### src/rtl/bus_pkg.sv
// Shared bus definitions: packet width default, ID field layout and broadcast ID.
package bus_pkg;

    localparam int PCKG_SZ = 16;
    localparam int ID_W    = 8;

    localparam logic [ID_W-1:0] BCAST_ID = 8'hFF;

    // Destination ID lives in the top byte of the packet.
    function automatic logic [ID_W-1:0] get_id(input logic [PCKG_SZ-1:0] pkt);
        return pkt[PCKG_SZ-1 -: ID_W];
    endfunction

endpackage

### src/rtl/sync_fifo_fwft.sv
// First-word-fall-through FIFO with a separate occupancy counter.
// ovf/udf are single-cycle event pulses; the owner decides whether to latch them.
module sync_fifo_fwft #(
    parameter int width = 16,
    parameter int depth = 8
) (
    input  logic                       clk,
    input  logic                       reset,
    input  logic                       push,
    input  logic                       pop,
    input  logic [width-1:0]           din,
    output logic [width-1:0]           dout,
    output logic [$clog2(depth+1)-1:0] count,
    output logic                       full,
    output logic                       empty,
    output logic                       ovf,
    output logic                       udf
);

    localparam int AW = $clog2(depth);
    localparam int CW = $clog2(depth+1);
    localparam logic [AW-1:0] PTR_ONE = 1;

    logic [width-1:0] mem [depth];
    logic [AW-1:0]    wr_ptr;
    logic [AW-1:0]    rd_ptr;
    logic             do_push;
    logic             do_pop;

    assign full  = (count == CW'(depth));
    assign empty = (count == '0);

    // A pop on an empty FIFO is ignored; a full FIFO still accepts a write
    // when the head leaves in the same cycle.
    assign do_pop  = pop && !empty;
    assign do_push = push && (!full || do_pop);
    assign ovf     = push && full && !pop;
    assign udf     = pop && empty;

    assign dout = empty ? '0 : mem[rd_ptr];

    // Pointer and occupancy update; pointers wrap naturally at depth.
    always_ff @(posedge clk) begin
        if (reset) begin
            wr_ptr <= '0;
            rd_ptr <= '0;
            count  <= '0;
        end else begin
            if (do_push) wr_ptr <= wr_ptr + PTR_ONE;
            if (do_pop)  rd_ptr <= rd_ptr + PTR_ONE;
            count <= count + CW'(do_push) - CW'(do_pop);
        end
    end

    // Storage write; data is not reset, only the pointers are.
    always_ff @(posedge clk) begin
        if (!reset && do_push) mem[wr_ptr] <= din;
    end

endmodule

### src/rtl/bus_port_fifo.sv
// Bus endpoint: TX FIFO drained by the bus, RX FIFO filled by the bus after
// destination-ID filtering, plus sticky error flags and a misroute counter.
module bus_port_fifo
    import bus_pkg::*;
#(
    parameter int              pckg_sz = PCKG_SZ,
    parameter int              depth   = 8,
    parameter logic [ID_W-1:0] drv_id  = 8'd0
) (
    input  logic                       clk,
    input  logic                       reset,
    output logic                       pndng,
    output logic [pckg_sz-1:0]         D_pop,
    input  logic                       pop,
    input  logic                       push,
    input  logic [pckg_sz-1:0]         D_push,
    input  logic                       tx_push,
    input  logic [pckg_sz-1:0]         tx_data,
    output logic                       tx_full,
    output logic [$clog2(depth+1)-1:0] tx_count,
    input  logic                       rx_pop,
    output logic [pckg_sz-1:0]         rx_data,
    output logic                       rx_valid,
    output logic [$clog2(depth+1)-1:0] rx_count,
    output logic                       tx_ovf,
    output logic                       tx_udf,
    output logic                       rx_ovf,
    output logic [ID_W-1:0]            misroute_cnt
);

    localparam logic [ID_W-1:0] CNT_MAX = '1;

    logic            tx_empty;
    logic            tx_ovf_evt;
    logic            tx_udf_evt;
    logic            rx_empty;
    logic            rx_full_unused;
    logic            rx_ovf_evt;
    logic            rx_udf_unused;
    logic [ID_W-1:0] pkt_id;
    logic            accept;

    assign pkt_id   = D_push[pckg_sz-1 -: ID_W];
    assign accept   = (pkt_id == drv_id) || (pkt_id == BCAST_ID);
    assign pndng    = !tx_empty;
    assign rx_valid = !rx_empty;

    sync_fifo_fwft #(.width(pckg_sz), .depth(depth)) u_tx (
        .clk   (clk),
        .reset (reset),
        .push  (tx_push),
        .pop   (pop),
        .din   (tx_data),
        .dout  (D_pop),
        .count (tx_count),
        .full  (tx_full),
        .empty (tx_empty),
        .ovf   (tx_ovf_evt),
        .udf   (tx_udf_evt)
    );

    sync_fifo_fwft #(.width(pckg_sz), .depth(depth)) u_rx (
        .clk   (clk),
        .reset (reset),
        .push  (push && accept),
        .pop   (rx_pop),
        .din   (D_push),
        .dout  (rx_data),
        .count (rx_count),
        .full  (rx_full_unused),
        .empty (rx_empty),
        .ovf   (rx_ovf_evt),
        .udf   (rx_udf_unused)
    );

    // Sticky error flags, cleared only by reset.
    always_ff @(posedge clk) begin
        if (reset) begin
            tx_ovf <= 1'b0;
            tx_udf <= 1'b0;
            rx_ovf <= 1'b0;
        end else begin
            if (tx_ovf_evt) tx_ovf <= 1'b1;
            if (tx_udf_evt) tx_udf <= 1'b1;
            if (rx_ovf_evt) rx_ovf <= 1'b1;
        end
    end

    // Saturating count of bus packets dropped for a foreign destination ID.
    always_ff @(posedge clk) begin
        if (reset) begin
            misroute_cnt <= '0;
        end else if (push && !accept && misroute_cnt != CNT_MAX) begin
            misroute_cnt <= misroute_cnt + 1'b1;
        end
    end

endmodule

### config.mk
export PLATFORM = sky130hd
export DESIGN_NAME = bus_port_fifo
export DESIGN_NICKNAME = d
export VERILOG_FILES = /design/src/rtl/bus_pkg.sv /design/src/rtl/sync_fifo_fwft.sv /design/src/rtl/bus_port_fifo.sv
export SDC_FILE = /design/constraint.sdc
export NUM_CORES = 1
export LEC_CHECK = 0
export BUFFER_PORTS_ARGS = -buffer_cell sky130_fd_sc_hd__buf_2
export CAP_MARGIN = 20
export CORE_MARGIN = 4
export CORE_UTILIZATION = 40
export CTS_BUF_LIST = sky130_fd_sc_hd__clkbuf_8
export DETAILED_ROUTE_END_ITERATION = 10
export GPL_TIMING_DRIVEN = 0
export HOLD_SLACK_MARGIN = 0.1
export PLACE_DENSITY = 0.61
export SETUP_SLACK_MARGIN = 0.02
export SKIP_CTS_REPAIR_TIMING = 1
export SYNTH_ARGS = -nofsm -noshare
export SYNTH_HDL_FRONTEND = slang
export SYNTH_SLANG_ARGS = --single-unit
### constraint.sdc
create_clock -name clk -period 5.07 [get_ports clk]
set_input_delay 0.2535 -clock clk [delete_from_list [all_inputs] [get_ports clk]]
set_output_delay 0.2535 -clock clk [all_outputs]
set_load 0.02 [all_outputs]
* Word-level counts from Yosys, hierarchy flattened
Memories as Yosys holds them, arrays and structs flattened. A register that Yosys moved wholly into a read port is not among the register bits.
Index checks and enable logic that the tools add are counted.
** Storage, ports and cells
- Memories kept :: 2
- Register bits :: 31
- Word-level logic and storage cells :: 63
- Memory bits (writable) :: 256
** Operators by class
- $add $sub $neg :: 9
- Mux-type cells :: 10
- Reductions and logical operators :: 28
- Equal/unequal tests :: 4
** Memory list
- u_rx.mem :: words 8, width 16, rd ports 1, clocked after memory_dff 1, wr ports 1, line sync_fifo_fwft.sv:24 : logic [width-1:0] mem [depth];
- u_tx.mem :: words 8, width 16, rd ports 1, clocked after memory_dff 1, wr ports 1, line sync_fifo_fwft.sv:24
** Operators by type and width (count)
- $mux 16 :: 2
- $logic_and 1x1->1 :: 14
- $add 3x1->3 const B :: 4
- $mux 3 :: 4
- $add 4x1->4 :: 2
- $add 8x1->8 const B :: 1
- $eq 4x4->1 const B :: 2
- $eq 8x8->1 const B :: 1
- $logic_not 1->1 :: 8
- $logic_not 4->1 :: 2
- $logic_not 8->1 :: 1
- $ne 8x8->1 const B :: 1
- $sub 4x1->4 :: 2
- $mux 1 :: 4
- $logic_or 1x1->1 :: 3

* Longest topological paths before layout
Gate-level depths: netlist of run 1.
- Depth after elaboration :: 8
- Gate-level depth with buffers :: 11
- Gate-level depth less buffers :: 11

* Hierarchy
From an unflattened synthesis of run 1, not the netlist that was laid out.
** Second synthesis, totals
- Cell total of the unflattened synthesis :: 613
- Area, all modules :: 11721.2 µm²
** By module, submodules not included
- sync_fifo_fwft :: area each 5550.3 µm², times used 2, cells each 272
- bus_port_fifo :: area each 620.6 µm², times used 1, cells each 69

* Worst setup path after synthesis of run 1
Ideal clock, no wire load.
- Kind :: input -> register
- From :: input port D_push[12]
- To :: memory u_rx.mem[0][0], enable pin
- Setup slack :: 1639 ps
- Setup time :: 436 ps
- Path buffers :: 1
- Arrival :: 2995 ps
- Stages :: 6
- Data required time :: 4634 ps
- Cells stage by stage :: or4_4 > nor2_4 > or2_1 > buf_6 > o211ai_4 > nor4b_1
** On the way
- Longest elaborated chain between the ends :: 7
** Ends and longest elaborated chain
- start, declared :: line bus_port_fifo.sv:16 : input logic [pckg_sz-1:0] D_push,
- $eq 8x8->1 / $logic_not 8->1 (equally long branches) :: line bus_port_fifo.sv:44 : assign accept = (pkt_id == drv_id) || (pkt_id == BCAST_ID);
- $logic_or 1x1->1 * :: line bus_port_fifo.sv:44
- $logic_and 1x1->1 * :: line bus_port_fifo.sv:65 : .push (push && accept),
- $logic_and 1x1->1 * :: line sync_fifo_fwft.sv:36 : assign do_push = push && (!full || do_pop);
- $logic_and 1x1->1 * :: line sync_fifo_fwft.sv:57 : if (!reset && do_push) mem[wr_ptr] <= din;
- $mux 1 * :: line sync_fifo_fwft.sv:57
- $mux 1 (not written as such) * :: line sync_fifo_fwft.sv:57
- end, declared :: line sync_fifo_fwft.sv:24
Every way passes the cells marked *; elsewhere a longest branch is shown, timed or not.

==> out/qor.txt, run 1 <==
Cells after Synth: 620
# port buffers: 91
net switching power: 0.002012 W
post-route minimum period: 3051 ps
number of nets in the synthesized netlist: 677
global-route usage over all layers: 0.1560
fin area: 0.01398 mm^2
internal power: 0.004373 W
cell type group with the largest total delay on the critical path: buffers and inverters
chip width: 178.0 um
static leakage power: 4.753 nW
share of the yosys chip area belonging to registers: 0.7289
cell-by-cell trace of the critical path: buf_1 > clkbuf_1 > mux2i_1 > nor2_1 > buf_2
number of DRC violations after detailed routing: 0
Final WS setup: 2019 ps
number of distinct standard cells referenced by the synthesized netlist: 45
Ports: 92
kind of end point of the critical path: output port
number of filler cells placed in the layout: 2406
Bufs and invs on worst path: 3
portion of total power attributed to sequential cells: 0.435
worst stage delay on the critical path: 800 ps
relative area change from synthesis to final layout: 20.90%
area inside the core boundary: 0.02816 mm^2
pin count of the biggest net entering global routing: 15
mean instance size in the synthesized netlist: 18.65 um^2
die area: 0.03169 mm^2
Starting Density: 0.4105
count of warnings emitted by yosys: 0
maximum vdd ir drop: 291.4 uV
arrival time at the worst endpoint: 2800 ps
initial antenna violation count: 0
number of buffers on the longest clock path: 3
category of the most critical setup path: register to output port
post-layout utilization of the core: 0.4963
placed wire-length estimate after detailed placement: 16630 um
number of rows in the core area: 61
global-route wire length before repair: 37620 um
cell area after placement: 0.01279 mm^2
worst skew pair latency: 560 ps
top-area cell type share of the netlist area: 0.6649
CTS tree: done
minimum setup slack after placement: 2008 ps
remaining antenna violation count after routing: 0
final RePlAce weighted congestion: 0.7584
CP Launch Type: register
actual transition at the worst max-transition pin: 990.2 ps
required time at the worst-slack endpoint: 4820 ps
synthesized flop and latch total: 293
total power divided by cell area: 456.8 mW/mm^2
# diodes: 0
fin. max-slew vios: 0
Switching Share: 0.3151
Clock power frac: 0.281
synthesized area: 0.01156 mm^2
Post-Route WL: 24600 um
CTS H-Tree Depth: 2
sum of overflow across all layers after global routing: 0
wire length per cell after detailed routing: 20.00 um
setup repair after global routing missed its margin: no
library cell used as clock root buffer: sky130_fd_sc_hd__clkbuf_8
share of cells above drive strength 1: 0.3110
Max Cap Viol: 0
clock skew after layout: 24.63 ps
clk sinks: 293
number of enable-type register cells in the synthesized netlist: 256
Most used DFF post-synth: sky130_fd_sc_hd__edfxtp_1
final-report setup violation count: 0
initial DRC count: 360
result of the run: finished, final reports clean
via count normalized by instance count: 5.091
cell type contributing the most total cell area after synthesis: sky130_fd_sc_hd__edfxtp_1
number of failing hold endpoints at the final stage: 0
proportion of synthesized flip-flops having asynchronous set or reset: 0
CTS buffer count: 47
relative slew slack: 0.3363
total number of nets in the final design: 870
Gate power share: 0.285
vias in the first global route: 6564
worst hold-check slack: 82.27 ps
main area contributors after synthesis: sky130_fd_sc_hd__edfxtp_1, sky130_fd_sc_hd__mux4_2, sky130_fd_sc_hd__dfxtp_1
Clock Pin Slew Worst Setup and Hold Paths: 70 ps
max frequency: 327.7 MHz
final cycle utilization of the critical path: 0.6018
Max Fanout on Critical Path: 10
Crit-path slowest cell: sky130_fd_sc_hd__clkbuf_1
Pre-Repair DR Iteration Count: 5
via count of the routed design: 6262
hold crit path type: primary input to register
y dimension of the die: 178.0 um
[worst min-delay path: cells and delay by family]
kind                   cells  cell delay (ps)
AO/OA/AOI/OAI              1              150
buffers and inverters      1              100
AND/OR/NAND/NOR            2               90
[stage by stage]
stage | total power (W) | setup TNS (ps) | std cells
final | 0.006386 | 0 | 1230
after global placement | 0.004608 | -4151 | 1089
after detailed placement | 0.004656 | 0 | 1107
after global routing | 0.006752 | 0 | 1230
after floorplan | 0.004085 | 0 | 620
after CTS | 0.006466 | 0 | 1195
[layout by cell type, fill, tap and decap left out, drive strengths merged, types with 3 or more instances in the layout]
master	count
nor2b	9
clkbuf	64
a21oi	8
mux2i	36
edfxtp	256
nor4	3
dfxtp	37
ha	17
nand2b	3
nor3	6
nand4	3
or4	4
nand2	16
buf	118
clkinv	25
nor2	75
mux4	64
xnor2	10
xor2	3
dlygate4sd3	35
inv	33
[cell families (layout without fill, tap and decap cells)]
kind of cell / Yosys count / in the layout / synth area share
adder cells (fa/ha/maj): 19 / 19 / 0.02186
buffers and inverters: 44 / 276 / 0.01569
XOR/XNOR: 13 / 13 / 0.009847
flip-flops: 293 / 293 / 0.7289
AND/OR/NAND/NOR: 130 / 130 / 0.05400
multiplexers: 102 / 102 / 0.1581
AO/OA/AOI/OAI: 19 / 19 / 0.01158
[power by group through the flow]
| stage | combinational, W | clock [W] | sequential, W |
|---|---|---|---|
| floorplan | 0.00123 | 0 | 0.00285 |
| global placement | 0.00179 | 0 | 0.00282 |
| detailed placement | 0.00183 | 0 | 0.00283 |
| CTS | 0.00184 | 0.00185 | 0.00278 |
| global route | 0.00199 | 0.00197 | 0.00279 |
| finish | 0.00182 | 0.00179 | 0.00278 |
[state kept, by name, summed over array words and instances, names as in the netlist, named ones only]
name / flops
u_rx.mem: 128
misroute_cnt: 8
u_tx.count: 4
u_rx.wr_ptr: 3
u_rx.count: 4
rx_ovf: 1
u_tx.rd_ptr: 3
u_tx.mem: 128
u_tx.wr_ptr: 3
u_rx.rd_ptr: 3
tx_udf: 1
tx_ovf: 1
[area by class of cell]
type,count,area (um^2),share of cell area
Clock inverter,40,177.7,0.01271
Clock buffer,48,660.6,0.04726
Buffer,25,108.9,0.007787
Inverter,19,72.57,0.005192
Multi-Input combinational cell,283,3015,0.2157
Timing Repair Buffer,144,1042,0.07456
Tap cell,378,473.0,0.03383
Sequential cell,293,8428,0.6029
[metal layers]
metal	global-route usage	vias to the layer above	part of all wire
li1	-	2821	-
met1	0.2003	3205	0.41
met2	0.2705	194	0.51
met3	0.03455	42	0.062
met4	0.03996	0	0.019
met5	0	-	0
[synth_stat cells, drive strengths merged, types with 8 or more instances]
| master | instances |
|---|---|
| a21oi | 8 |
| buf | 9 |
| clkbuf | 16 |
| dfxtp | 37 |
| edfxtp | 256 |
| ha | 17 |
| inv | 18 |
| mux2i | 36 |
| mux4 | 64 |
| nand2 | 16 |
| nor2 | 75 |
| nor2b | 9 |
| xnor2 | 10 |
[path summary, 6_finish.rpt]
path,start,endpoint,slack [ps],depth (start not counted)
setup / recovery,register,D_pop[5],2020,5
hold / removal,rx_pop,rx_ovf,80,4
setup reg to reg,u_tx.count[2],u_tx.count[2],2200,10
hold reg to reg,tx_udf,tx_udf,460,2
(Power assumes the default switching activity.)
==> run 2: changes to the inputs <==
--- a/config.mk
+++ b/config.mk
@@ -5,6 +5,7 @@
 export SDC_FILE = /design/constraint.sdc
 export NUM_CORES = 1
 export LEC_CHECK = 0
+export ABC_AREA = 1
 export BUFFER_PORTS_ARGS = -buffer_cell sky130_fd_sc_hd__buf_2
 export CAP_MARGIN = 20
 export CORE_MARGIN = 4
@@ -13,7 +14,7 @@
 export DETAILED_ROUTE_END_ITERATION = 10
 export GPL_TIMING_DRIVEN = 0
 export HOLD_SLACK_MARGIN = 0.1
-export PLACE_DENSITY = 0.61
+export PLACE_DENSITY = 0.63
 export SETUP_SLACK_MARGIN = 0.02
 export SKIP_CTS_REPAIR_TIMING = 1
 export SYNTH_ARGS = -nofsm -noshare
==> constraint.sdc (replaced) <==
create_clock -name clk -period 2.46 [get_ports clk]
set_input_delay 0.123 -clock clk [delete_from_list [all_inputs] [get_ports clk]]
set_output_delay 0.123 -clock clk [all_outputs]
set_load 0.02 [all_outputs]
==> run 2 against run 1 <==
Net effect:
- hold slack improved by 27 ps
- register-to-register slack got worse by 2100 ps
- utilization increased by 0.30 points
- non-clock buffer count increased by 37
- design area increased by 6.2%
- clock skew increased by 7.2 ps
- critical path depth increased by 2
- power increased by 120%
- first-iteration DRC count increased by 95%
==> out/qor.txt, run 2 <==
relative area change from synthesis to final layout: 23.13%
final cycle utilization of the critical path: 0.9522
Pre-Repair DR Iteration Count: 5 (unchanged)
total power divided by cell area: 965.6 mW/mm^2 (+110%)
Cells after Synth: 992 (+60%)
CTS H-Tree Depth: 2 (unchanged)
Most used DFF post-synth: sky130_fd_sc_hd__edfxtp_1
fin. max-slew vios: 0 (unchanged)
result of the run: finished, final reports clean
arrival time at the worst endpoint: 2220 ps (-580 ps)
max frequency: 426.9 MHz
category of the most critical setup path: register to output port
Ports: 92 (unchanged)
share of cells above drive strength 1: 0.2141 (-0.09698)
total number of nets in the final design: 1257 (+44%)
main area contributors after synthesis: sky130_fd_sc_hd__edfxtp_1, sky130_fd_sc_hd__nor2_1, sky130_fd_sc_hd__o21ai_0
commonest non-fill, non-tap cells in the layout: sky130_fd_sc_hd__edfxtp_1, sky130_fd_sc_hd__nor2_1, sky130_fd_sc_hd__o21ai_0
hold wc startpoint: reset
final RePlAce weighted congestion: 0.7876 (+3.9%)
initial DRC count: 701 (+95%)
top-area cell type share of the netlist area: 0.6379 (-0.02699)
library cell used as clock root buffer: sky130_fd_sc_hd__clkbuf_8
chip width: 181.6 um (+2.0%)
area inside the core boundary: 0.02972 mm^2 (+5.5%)
instance count after placement with tap cells included: 1485 (+34%)
share of the yosys chip area belonging to registers: 0.6993 (-0.02959)
most used standard cell by instance count after synthesis: sky130_fd_sc_hd__edfxtp_1
global-route usage over all layers: 0.1656 (+0.009520)
maximum vdd ir drop: 827.9 uV (+180%)
number of rows in the core area: 63 (+3.3%)
CTS tree: done
setup repair after global routing missed its margin: yes
CP Launch Type: register
pin count of the biggest net entering global routing: 17 (+2)
Post-Route WL: 28600 um (+16%)
largest registers: u_rx.mem: 128 flops, u_tx.mem: 128 flops, misroute_cnt: 8 flops
post-layout utilization of the core: 0.4993 (+0.003012)
Starting Density: 0.4055 (-0.005006)
number of enable-type register cells in the synthesized netlist: 256 (unchanged)
actual transition at the worst max-transition pin: 641.6 ps (-348.6 ps)
number of DRC violations after detailed routing: 0 (unchanged)
fin area: 0.01484 mm^2 (+6.2%)
# port buffers: 91 (unchanged)
remaining antenna violation count after routing: 0 (unchanged)
required time at the worst-slack endpoint: 2340 ps (-2480 ps)
post-route minimum period: 2342 ps
number of distinct standard cells referenced by the synthesized netlist: 35 (-22%)
via count of the routed design: 8217 (+31%)
Clock Pin Slew Worst Setup and Hold Paths: 60 ps (about the same)
relative slew slack: 0.5699 (+0.2337)
number of filler cells placed in the layout: 2617 (+8.8%)
mean instance size in the synthesized netlist: 12.15 um^2 (-35%)
initial antenna violation count: 0 (unchanged)
vias in the first global route: 7941 (+21%)
die area: 0.03297 mm^2 (+4.0%)
wire length per cell after detailed routing: 17.57 um (-12%)
post-route setup TNS: 0 ps (unchanged)
number of failing hold endpoints at the final stage: 0 (unchanged)
synthesized area: 0.01205 mm^2 (+4.2%)
sum of overflow across all layers after global routing: 0 (unchanged)
number of non-filler instances in the completed layout: 1628 (+32%)
count of warnings emitted by yosys: 0 (unchanged)
placed wire-length estimate after detailed placement: 18200 um (+9.4%)
proportion of synthesized flip-flops having asynchronous set or reset: 0 (unchanged)
Max Cap Viol: 0 (unchanged)
number of nets in the synthesized netlist: 1049 (+55%)
# diodes: 0 (unchanged)
final-report setup violation count: 0 (unchanged)
synthesized flop and latch total: 293 (unchanged)
cell type contributing the most total cell area after synthesis: sky130_fd_sc_hd__edfxtp_1
clk sinks: 293 (unchanged)
most common cell after layout, fill and taps aside: sky130_fd_sc_hd__edfxtp_1
y dimension of the die: 181.6 um (+2.0%)
origin of the critical flop-to-flop path: u_rx.count[2]
CTS buffer count: 49 (+4.3%)
kind of end point of the critical path: output port
via count normalized by instance count: 5.047 (-0.86%)
cell area after placement: 0.01321 mm^2 (+3.3%)
synth cell count leaders: sky130_fd_sc_hd__edfxtp_1, sky130_fd_sc_hd__nor2_1, sky130_fd_sc_hd__o21ai_0
global-route wire length before repair: 43390 um (+15%)
worst skew pair latency: 570 ps (about the same)
hold crit path type: primary input to register
number of buffers on the longest clock path: 3 (unchanged)
Max Fanout on Critical Path: 10 (unchanged)
static leakage power: 5.501 nW (+16%)
clock skew after layout: 31.86 ps (+7.229 ps)
overall power consumption: 0.01433 W (+120%)
==> run 2: metal layers <==
layer | GRT usage | vias to the layer above | wire length (um)
met1 | 0.2214 | 3964 | 12410
met4 | 0.05674 | 0 | 690
met2 | 0.2707 | 249 | 13760
met3 | 0.03405 | 48 | 1739
li1 | - | 3956 | -
met5 | 0 | - | 0
==> run 2: stage by stage <==
step	hold slack, ps	setup slack (ps)
global route	132.0	-57.06
CTS	-219.7	-218.6
global placement	394.0	-1517
detailed placement	400.6	-194.6
finish	109.5	117.5
floorplan	221.9	-278.9
==> run 2: critical path, stage by stage (launching register included) <==
cell and delay [ps]:
sky130_fd_sc_hd__dfxtp_1 360, sky130_fd_sc_hd__buf_6 150, sky130_fd_sc_hd__buf_2 310, sky130_fd_sc_hd__o21ai_0 140, sky130_fd_sc_hd__o22ai_1 230, sky130_fd_sc_hd__nor2_1 70, sky130_fd_sc_hd__nor2_1 170, sky130_fd_sc_hd__buf_2 200
==> run 2: final timing paths <==
path | to | slack (ps) | cells past startpoint
max | D_pop[4] | 120 | 7
min | u_rx.count[1] | 110 | 3
min reg2reg | tx_udf | 460 | 2
max reg2reg | u_rx.mem[3][7] | 130 | 8
==> run 2: area by class of cell <==
cell class	instances	area (um^2)	area share
clock buffers	49	674.4	0.04545
well taps	390	488.0	0.03288
clock inverters	40	270.3	0.01821
multi-input cells	603	3282	0.2212
flip-flops and latches	293	8428	0.5680
repair buffers	157	1202	0.08103
plain buffers	49	315.3	0.02125
inverters	47	178.9	0.01206
==> run 2: cells by family after synthesis <==
| kind of cell | Yosys count | share of synthesized area |
|---|---|---|
| simple gates | 318 | 0.1094 |
| buf+inv | 96 | 0.03945 |
| fa+ha+maj | 19 | 0.02097 |
| mux | 32 | 0.02658 |
| xor+xnor | 8 | 0.005814 |
| compound gates | 226 | 0.09842 |
| flops | 293 | 0.6993 |
==> run 2: where the power goes <==
part,internal [W],total [W],leakage [nW],switching (W)
logic,0.00155,0.00451,2.34,0.00297
registers,0.00559,0.00569,2.61,0.000102
clock network,0.00220,0.00412,0.549,0.00192
==> run 3: changes to the inputs <==
--- a/config.mk
+++ b/config.mk
@@ -19,4 +19,5 @@
 export SKIP_CTS_REPAIR_TIMING = 1
 export SYNTH_ARGS = -nofsm -noshare
 export SYNTH_HDL_FRONTEND = slang
+export SYNTH_HIERARCHICAL = 1
 export SYNTH_SLANG_ARGS = --single-unit
==> run 3 against run 2 <==
Net effect:
- power up 2.5%
- critical path depth unchanged
- first-iteration DRC count down 19%
- via count up 11%
- maximum frequency down 4.8%
- register-to-register slack worse by 130 ps
- area after synthesis up 6.3%
- final cell count up 18%
- global-route usage down 0.28 points
- sequential power up 0.9%
- synthesized cell count up 30%
- non-clock buffer count down 16
- critical path type is now register to register
==> out/qor.txt, run 3 <==
total number of nets in the final design: 1536 (+22%)
portion of total power attributed to sequential cells: 0.391 (-0.006)
actual transition at the worst max-transition pin: 964.4 ps (+322.7 ps)
Starting Density: 0.4058 (about the same)
instance count after placement with tap cells included: 1795 (+21%)
Max Cap Viol: 0 (unchanged)
die area: 0.03494 mm^2 (+6.0%)
fin. max-slew vios: 0 (unchanged)
worst skew pair latency: 550 ps (-20 ps)
number of non-filler instances in the completed layout: 1917 (+18%)
Ports: 92 (unchanged)
initial DRC count: 570 (-19%)
max frequency: 406.6 MHz (-4.8%)
global-route wire length before repair: 45390 um (+4.6%)
via count normalized by instance count: 4.753 (-5.8%)
# diodes: 0 (unchanged)
relative area change from synthesis to final layout: 19.06%
number of rows in the core area: 65 (+3.2%)
post-route minimum period: 2460 ps (+117.2 ps)
clock skew after layout: 35.12 ps (+3.262 ps)
total power divided by cell area: 963.5 mW/mm^2 (-0.22%)
count of warnings emitted by yosys: 6 (+6)
library cell used as clock root buffer: sky130_fd_sc_hd__clkbuf_8
Clock power frac: 0.269 (-0.019)
arrival time at the worst endpoint: 2600 ps (+380 ps)
fin area: 0.01525 mm^2 (+2.7%)
metal2 WL: 14460 um (+5.1%)
internal power: 0.009270 W (-0.73%)
Clock Pin Slew Worst Setup and Hold Paths: 70 ps (about the same)
remaining antenna violation count after routing: 0 (unchanged)
Gate power share: 0.341 (+0.026)
Routed met3 length: 1883 um (+8.3%)
sum of overflow across all layers after global routing: 0 (unchanged)
relative slew slack: 0.3564 (-0.2135)
number of nets in the synthesized netlist: 1349 (+29%)
largest registers: u_rx/mem: 128 flops, u_tx/mem: 128 flops, misroute_cnt: 8 flops
chip width: 186.9 um (+2.9%)
result of the run: finished, final reports clean
number of failing hold endpoints at the final stage: 0 (unchanged)
final cycle utilization of the critical path: 0.9999 (+0.04765)
cell area after placement: 0.01391 mm^2 (+5.3%)
CTS tree: done
most common cell after layout, fill and taps aside: sky130_fd_sc_hd__nor2_1
Metal-1 WL: 12710 um (+2.5%)
category of the most critical setup path: register to register
CTS buffer count: 49 (unchanged)
net switching power: 0.005419 W (+8.6%)
initial antenna violation count: 0 (unchanged)
post-layout utilization of the core: 0.4831 (-0.01620)
clk sinks: 293 (unchanged)
required time at the worst-slack endpoint: 2610 ps (+270 ps)
area inside the core boundary: 0.03156 mm^2 (+6.2%)
Cells after Synth: 1294 (+30%)
number of DRC violations after detailed routing: 0 (unchanged)
Switching Share: 0.3689 (+0.02061)
static leakage power: 6.255 nW (+14%)
y dimension of the die: 186.9 um (+2.9%)
share of cells above drive strength 1: 0.1703 (-0.04376)
top layer used by detailed routing: met4
number of buffers on the longest clock path: 3 (unchanged)
CP Launch Type: register
Max Fanout on Critical Path: 16 (+6)
via count of the routed design: 9112 (+11%)
vias in the first global route: 8589 (+8.2%)
Pre-Repair DR Iteration Count: 5 (unchanged)
final-report setup violation count: 0 (unchanged)
setup repair after global routing missed its margin: yes
CTS H-Tree Depth: 2 (unchanged)
global-route usage over all layers: 0.1628 (-0.002783)
synthesized area: 0.01280 mm^2 (+6.3%)
pin count of the biggest net entering global routing: 17 (unchanged)
kind of end point of the critical path: register
final RePlAce weighted congestion: 0.7981 (+1.3%)
Post-Route WL: 29650 um (+3.7%)
overall power consumption: 0.01469 W (+2.5%)
commonest non-fill, non-tap cells in the layout: sky130_fd_sc_hd__nor2_1, sky130_fd_sc_hd__edfxtp_1, sky130_fd_sc_hd__nand2_1
maximum vdd ir drop: 665.0 uV (-20%)
hold crit path type: primary input to register
# port buffers: 89 (-2.2%)
mean instance size in the synthesized netlist: 9.896 um^2 (-19%)
wire length per cell after detailed routing: 15.46 um (-12%)
placed wire-length estimate after detailed placement: 19880 um (+9.2%)
==> run 3: final cells by class <==
cell class	count	area [um^2]
Timing Repair Buffer	136	943.4
Sequential cell	293	8428
Buffer	54	306.5
Multi-Input combinational cell	830	3725
Fill cell	2955	16310
Inverter	117	439.2
Clock buffer	52	715.7
Clock inverter	33	185.2
Tap cell	402	503.0
==> run 3: worst max-delay path, cell delays in order (launching register included) <==
cell	delay (ps)
sky130_fd_sc_hd__dfxtp_1	340
sky130_fd_sc_hd__inv_1	80
sky130_fd_sc_hd__ha_1	230
sky130_fd_sc_hd__nand2_4	180
sky130_fd_sc_hd__nand2_4	130
sky130_fd_sc_hd__nand2_4	110
sky130_fd_sc_hd__nand3_2	190
sky130_fd_sc_hd__nor2_2	790
==> run 3: worst paths after layout <==
kind	end	from	slack, ps	cells past startpoint
min reg2reg	tx_udf	tx_udf	470	2
min	misroute_cnt[6]	D_push[12]	150	6
max reg2reg	u_rx/mem[5][5]	u_rx/count[2]	0.3	7
max	u_rx/mem[5][5]	u_rx/count[2]	0.3	7
==> run 3: per-stage QoR <==
| stage | worst slack, ps | hold WS (ps) | TNS, ps |
|---|---|---|---|
| after floorplan | 154.6 | 189.7 | 0 |
| after global placement | -761.9 | 395.5 | -128610 |
| after detailed placement | -432.8 | 402.9 | -34220 |
| after CTS | -72.06 | -198.4 | -1272 |
| after global routing | -176.8 | 179.6 | -5927 |
| final | 0.3242 | 151.1 | 0 |
==> run 3: power by group through the flow <==
stage                     Clock (W)  Sequential, W  Combinational [W]
final                       0.00395        0.00574            0.00500
after global routing        0.00434        0.00576            0.00559
after CTS                   0.00409        0.00574            0.00497
after detailed placement          0        0.00584            0.00497
after global placement            0        0.00584            0.00487
after floorplan                   0        0.00591            0.00326
==> run 3: routing by layer <==
| metal | track usage | up-vias |
|---|---|---|
| met3 | 0.03098 | 41 |
| li1 | - | 4570 |
| met4 | 0.05347 | 0 |
| met1 | 0.2054 | 4259 |
| met5 | 0 | - |
| met2 | 0.2836 | 242 |
